### src/rtl/vector_sequencer.sv
// Multicycle controller that sequences the vector datapath (VRF, X1/X2, R2, T0-T3)
// for VLOAD, VSTORE and VADD. Outputs are Moore-decoded from state, cnt and the capture pipe.
module vector_sequencer #(
  parameter int MEM_RD_LAT = 1
) (
  input  logic       clock,
  input  logic       reset,
  input  logic       start,
  input  logic [1:0] op,
  output logic       busy,
  output logic       done,
  output logic       illegal,
  output logic       R2Sel,
  output logic       R2Ld,
  output logic       AddrSel,
  output logic       MemRead,
  output logic       MemWrite,
  output logic [2:0] MemIn,
  output logic       X1Load,
  output logic       X2Load,
  output logic       VoutSel,
  output logic       T0Ld,
  output logic       T1Ld,
  output logic       T2Ld,
  output logic       T3Ld,
  output logic       VRFWrite,
  output logic [3:0] ostate
);

  localparam logic [2:0] S_IDLE  = 3'd0;
  localparam logic [2:0] S_SETUP = 3'd1;
  localparam logic [2:0] S_RD    = 3'd2;
  localparam logic [2:0] S_DRAIN = 3'd3;
  localparam logic [2:0] S_WR    = 3'd4;
  localparam logic [2:0] S_ADD   = 3'd5;
  localparam logic [2:0] S_WB    = 3'd6;
  localparam logic [2:0] S_ERR   = 3'd7;

  logic [2:0] state_r;
  logic [2:0] state_nx_s;
  logic [1:0] cnt_r;
  logic [1:0] cnt_nx_s;
  logic [1:0] op_r;
  logic       cap_vld_r [MEM_RD_LAT];
  logic [1:0] cap_idx_r [MEM_RD_LAT];
  logic       arr_vld_s;
  logic [1:0] arr_idx_s;
  logic       step_s;
  logic       add_s;

  assign arr_vld_s = cap_vld_r[MEM_RD_LAT-1] && ((state_r == S_RD) || (state_r == S_DRAIN));
  assign arr_idx_s = cap_idx_r[MEM_RD_LAT-1];

  // State, element counter, latched op and read-arrival pipeline
  always_ff @(posedge clock or posedge reset) begin
    if (reset) begin
      state_r <= S_IDLE;
      cnt_r   <= 2'd0;
      op_r    <= 2'd0;
      for (int i = 0; i < MEM_RD_LAT; i++) begin
        cap_vld_r[i] <= 1'b0;
        cap_idx_r[i] <= 2'd0;
      end
    end else begin
      state_r <= state_nx_s;
      cnt_r   <= cnt_nx_s;
      if ((state_r == S_IDLE) && start) begin
        op_r <= op;
      end
      cap_vld_r[0] <= (state_r == S_RD);
      cap_idx_r[0] <= cnt_r;
      for (int i = 1; i < MEM_RD_LAT; i++) begin
        cap_vld_r[i] <= cap_vld_r[i-1];
        cap_idx_r[i] <= cap_idx_r[i-1];
      end
    end
  end

  // Next-state and counter logic
  always_comb begin
    state_nx_s = state_r;
    cnt_nx_s   = cnt_r;
    case (state_r)
      S_IDLE: begin
        if (start) begin
          if (op == 2'b11) state_nx_s = S_ERR;
          else             state_nx_s = S_SETUP;
        end else begin
          state_nx_s = S_IDLE;
        end
      end
      S_SETUP: begin
        cnt_nx_s = 2'd0;
        case (op_r)
          2'b00:   state_nx_s = S_RD;
          2'b01:   state_nx_s = S_WR;
          default: state_nx_s = S_ADD;
        endcase
      end
      S_RD: begin
        cnt_nx_s = cnt_r + 2'd1;
        if (cnt_r == 2'd3) state_nx_s = S_DRAIN;
        else               state_nx_s = S_RD;
      end
      S_DRAIN: begin
        // Wait for the last element to land in T0 before writing back
        if (arr_vld_s && (arr_idx_s == 2'd3)) state_nx_s = S_WB;
        else                                  state_nx_s = S_DRAIN;
      end
      S_WR: begin
        cnt_nx_s = cnt_r + 2'd1;
        if (cnt_r == 2'd3) state_nx_s = S_IDLE;
        else               state_nx_s = S_WR;
      end
      S_ADD:   state_nx_s = S_WB;
      S_WB:    state_nx_s = S_IDLE;
      S_ERR:   state_nx_s = S_IDLE;
      default: state_nx_s = S_IDLE;
    endcase
  end

  assign step_s = ((state_r == S_RD) || (state_r == S_WR)) && (cnt_r != 2'd3);
  assign add_s  = (state_r == S_ADD);

  // Moore output decode
  always_comb begin
    busy     = (state_r != S_IDLE);
    done     = ((state_r == S_WR) && (cnt_r == 2'd3)) || (state_r == S_WB) || (state_r == S_ERR);
    illegal  = (state_r == S_ERR);
    R2Sel    = step_s;
    R2Ld     = step_s || (state_r == S_SETUP);
    AddrSel  = 1'b0;
    MemRead  = (state_r == S_RD);
    MemWrite = (state_r == S_WR);
    if (state_r == S_WR) MemIn = {1'b0, cnt_r};
    else                 MemIn = 3'b100;
    X1Load   = (state_r == S_SETUP);
    X2Load   = (state_r == S_SETUP);
    VoutSel  = arr_vld_s;
    T3Ld     = add_s || (arr_vld_s && (arr_idx_s == 2'd0));
    T2Ld     = add_s || (arr_vld_s && (arr_idx_s == 2'd1));
    T1Ld     = add_s || (arr_vld_s && (arr_idx_s == 2'd2));
    T0Ld     = add_s || (arr_vld_s && (arr_idx_s == 2'd3));
    VRFWrite = (state_r == S_WB);
    ostate   = {1'b0, state_r};
  end

endmodule

### config.mk
export PLATFORM = sky130hd
export DESIGN_NAME = vector_sequencer
export DESIGN_NICKNAME = d
export VERILOG_FILES = /design/src/rtl/vector_sequencer.sv
export SDC_FILE = /design/constraint.sdc
export NUM_CORES = 1
export LEC_CHECK = 0
export ABC_CLOCK_PERIOD_IN_PS = 1210
export CAP_MARGIN = 20
export CORE_UTILIZATION = 35
export DETAILED_ROUTE_END_ITERATION = 6
export PLACE_DENSITY = 0.73
export SLEW_MARGIN = 0
export SYNTH_ARGS = -nofsm -noshare
export SYNTH_HDL_FRONTEND = slang
export SYNTH_SLANG_ARGS = --single-unit
export TNS_END_PERCENT = 100
### constraint.sdc
create_clock -name clock -period 1.21 [get_ports clock]
set_input_delay 0.121 -clock clock [delete_from_list [all_inputs] [get_ports clock]]
set_output_delay 0.121 -clock clock [all_outputs]
set_load 0.02 [all_outputs]
== Word-level counts from Yosys, hierarchy flattened ==
Index checks and enable logic that the tools add are counted.
Operators by class
  equal/unequal tests: 14
  multipliers: 0
  reduce and logical (&&, ||, !) cells: 24
  bitwise gates (word level): 0
  multiplexer cells: 9
  shifts and indexed selects: 0
  $lt $le $gt $ge: 0
  add/sub/neg operators: 1
  div/mod/pow operators: 0
Operators by type and width (number)
  $pmux W3 S7: 1
  $mux W3: 5
  $eq A3 B3 Y1 const B: 4
  $logic_or A1 B1 Y1: 9
  $eq A2 B2 Y1 const B: 4
  $logic_and A1 B1 Y1: 8
  $eq A3 B2 Y1 const B: 2
  $pmux W3 S2: 1
  $eq A2 B1 Y1 const B: 2
  $logic_not A2 Y1: 2
  $pmux W2 S2: 1
  $reduce_or A2 Y1: 2
  $eq A3 B1 Y1 const B: 1
  $logic_not A3 Y1: 1
  $reduce_bool A3 Y1: 1
  $add A2 B1 Y2 const B: 1
  $ne A2 B2 Y1 const B: 1
  $reduce_bool A2 Y1: 1
  $mux W1: 1
Storage, ports and cells
  bits in writable memories: 0
  output and inout port bits: 23
  latch bits: 0
  flip-flop bits (word level): 10
  memory bits (read-only): 0
  memories: 0
  logic and storage cells: 53

== Logic depth before layout (Yosys ltp) ==
  depth in word-level cells: 6
  mapped depth: 4
  mapped depth without buffers: 4

== Least setup slack after synthesis ==
OpenSTA, ideal clock, no wires.
  path kind: register to output
  from: reg state_r[2]
  to: out T3Ld
  buffers on the path: 0
  arrival time: 1421 ps
  cell stages (with the launch flop): 4
  required time: 1089 ps
  slack: -332 ps
  cell sequence: dfrtp_1 and2b_1 nand2_1 o31ai_1
Between the ends
  word-level cells in the longest chain between the ends: 5
  elaborated cells between the ends (all ways): 7
RTL lines
  from (decl): RTL line 39  | logic [2:0] state_r;
  from (signal assigned): RTL line 65  | state_r <= state_nx_s;
  $eq A3 B2 Y1: RTL line 51  | assign arr_vld_s = cap_vld_r[MEM_RD_LAT-1] && ((state_r == S_RD) || (state_r == S_DRAIN));
  $logic_or A1 B1 Y1: RTL line 51
  $logic_and A1 B1 Y1: RTL line 51
  $logic_and A1 B1 Y1: RTL line 140  | T3Ld = add_s || (arr_vld_s && (arr_idx_s == 2'd0));
  $logic_or A1 B1 Y1 (*): RTL line 140
  to (decl): RTL line 25  | output logic T3Ld,
Mark *: on every way between the ends. The rest lies on a longest branch, timed or not.

== Final worst setup path ==
  from: reg state_r[1]
  to: out T3Ld
Same word-level chain as after synthesis.

==> flow_summary.ini <==
[global_routing]
antenna_found_initial = 0
track_usage_pct = 22.0
grt_pass1_wl_microns = 3240
grt_max_degree = 11
grt_overflow = 0
grt_pass1_vias = 695

[clock_tree]
clock_latency_ns = 0.27
clkTransAtPathRegs_ns = 0.07
clock_sinks = 10
clockBufferDepth = 2
cts_buffers = 3
root_buffer = clkbuf_4
htree_levels = 1
cts_tree = yes

[sta]
skew_ns = 0.00542
whs_ns = 0.125
tns_ns = -6.37
fmax_mhz = 634
fin_ws_ns = -0.366
setup_viol = 28
timing.final.crit_share_pct = 130
hold_viol_final = 0
period_minus_slack_ns = 1.58
rsz0062_at_grt = true
maxSlewViolCount = 0

[yosys]
synth_area_leader_cell = dfrtp_1
synth_area_leaders = dfrtp_1 36%, nand2b_1 4.4%, buf_4 4.3%, nor4b_4 3.4%, mux2_2 3.2%
synth.yosys.warnings = 0
yosysSeqAreaShare_pct = 35.6
ys_ff_latch = 10
synth_cell_types = 38
synth_flop_cell = dfrtp_1
synth_top_area_share_pct = 35.6
synth-edff-count = 0
syn_avg_cell_area_sq_um = 9.25
netlist_area_sq_um = 703
synthArstFlopShare_pct = 100
syn_inst = 76

[drt]
drtIter0Drc = 7
wire_per_inst_microns = 15.4
via_count = 749
viasPerCell = 4.90
antenna_left = 0
drcViolationCount = 0
wirelength_microns = 2360
dr.pass1.iters = 4

[critical_path]
cp_slowest_cell = dfrtp_2
critPathKind = flip-flop to output port
cp_top_family = flip-flops
cp_cell_sequence = buf_6 > and2b_2 > nand2_4 > o31ai_2 > buf_4
cp_num_buf_inv = 2
crit_fanout = 6
cp.arrival_ns = 1.46
required_ns = 1.09
end_kind = output port
critPathLaunchType = flip-flop
r2r_slack_ns = -0.36
slowest_delay_ns = 0.44

[floorplan]
core_area_sq_um = 1800
dieArea_sq_um = 2190
start_util_pct = 39.0
die_h_microns = 46.8
rows = 15
die_w_microns = 46.8
pin_count = 28

[final_layout]
drive_gt1_share_pct = 71.9
design_area_sq_um = 1420
syn_to_final_growth_pct = 102
antenna_cells = 0
fin_nets = 135

[status]
violations = negative setup slack
status = finished, violations left

[power]
p_per_area_nw_per_um2 = 3060
p_leak_nw = 0.643
max-vdd-ir-drop_uv = 1730

[placed_design]
hpwlAfterDp_microns = 1520
dpl_cell_area_sq_um = 1170
io_buffer_count = 25
globalplace.congestion = 0.767

[worst_hold_path]
hp-class = primary input to async pin

[job]
drv_cap = 0
## registers in the layout (all words and copies together), names as in the netlist
name	count
op_r	2
arr_idx_s	2
cnt_r	2
cap_vld_r	1
state_r	3
## worst paths after layout
path                                       from                      to  cells past startpoint
max in group asynchronous                 reset    state_r[0]$_DFF_PP0_                      2
setup reg to reg           state_r[0]$_DFF_PP0_     op_r[1]$_DFFE_PP0P_                      4
setup / recovery           state_r[1]$_DFF_PP0_                    T3Ld                      5
hold / removal                            reset  arr_idx_s[1]$_DFF_PP0_                      2
hold reg to reg             op_r[0]$_DFFE_PP0P_     op_r[0]$_DFFE_PP0P_                      1
min in group clock                        op[0]    state_r[1]$_DFF_PP0_                      3
## metrics by stage
| step | power [mW] | util [%] | worst slack, ns | std cells |
|---|---|---|---|---|
| after floorplan | 2.26 | - | -0.239 | 77 |
| after global placement | 3.22 | 65.1 | -0.531 | 139 |
| after detailed placement | 3.30 | 65.1 | -0.558 | 139 |
| after CTS | 3.99 | 73.6 | -0.342 | 149 |
| after global routing | 4.57 | 78.9 | -0.417 | 153 |
| final | 4.35 | 78.9 | -0.366 | 153 |
## where the power goes
part           switching, mW  internal (mW)
Sequential             0.212          0.511
Clock                  0.124          0.128
Combinational           1.56           1.81
## synthesized netlist by cell type, types with 2 or more instances
cell type  count
o21a_1         2
nor3_1         2
dfrtp_1       10
inv_1          4
and2_1         2
o21ai_0        3
nand3_1        3
buf_2          2
nand2b_1       5
nand2_1        4
nor2_1         5
buf_4          4
mux2_2         2
a21oi_1        4
## cells in the final DEF (no fill, tap or decap), types with 2 or more instances in the layout
cell type	instances
clkdlybuf4s50_1	4
nand2_1	2
and2_4	4
buf_4	18
mux2_4	2
inv_2	2
conb_1	2
nor2_1	2
dfrtp_2	3
o21ai_4	3
inv_1	2
clkbuf_4	3
clkdlybuf4s15_2	2
nand2b_4	3
nand3_1	2
buf_6	28
nor2_4	3
nand2b_1	2
nand2_4	2
o21a_1	2
nor3_2	2
a21oi_1	4
dfrtp_1	7
## layer usage
layer	vias up	GRT usage, %	wire length, microns
li1	366	-	-
met1	362	28.0	998
met2	17	35.6	1240
met3	4	2.69	67
met4	0	13.7	48
met5	-	0	0
## cell families after synthesis
family	share of synthesized area, %
other cells	0.533
buf+inv	9.43
mux	4.63
fa+ha+maj	1.78
compound gates	18.1
simple gates	29.9
flops	35.6
## what timing repair did
| item | 4_1_cts | 5_1_grt |
|---|---|---|
| pin swaps | 7 | 6 |
| setup buffers | 6 | 5 |
| hold buffers | 0 | 0 |
| endpoints found under the hold margin | 0 | 0 |
| setup endpoints to repair | 28 | 27 |
| resized for setup | 129 | 24 |
## area by class of cell
cell class / count / area, sq um
Timing Repair Buffer: 54 / 533
Clock buffer: 4 / 26.3
Tap cell: 25 / 31.3
Sequential cell: 10 / 254
Inverter: 4 / 15.0
Multi-Input combinational cell: 56 / 562
Fill cell: 135 / 380
Power figures use the tool's default switching activity.
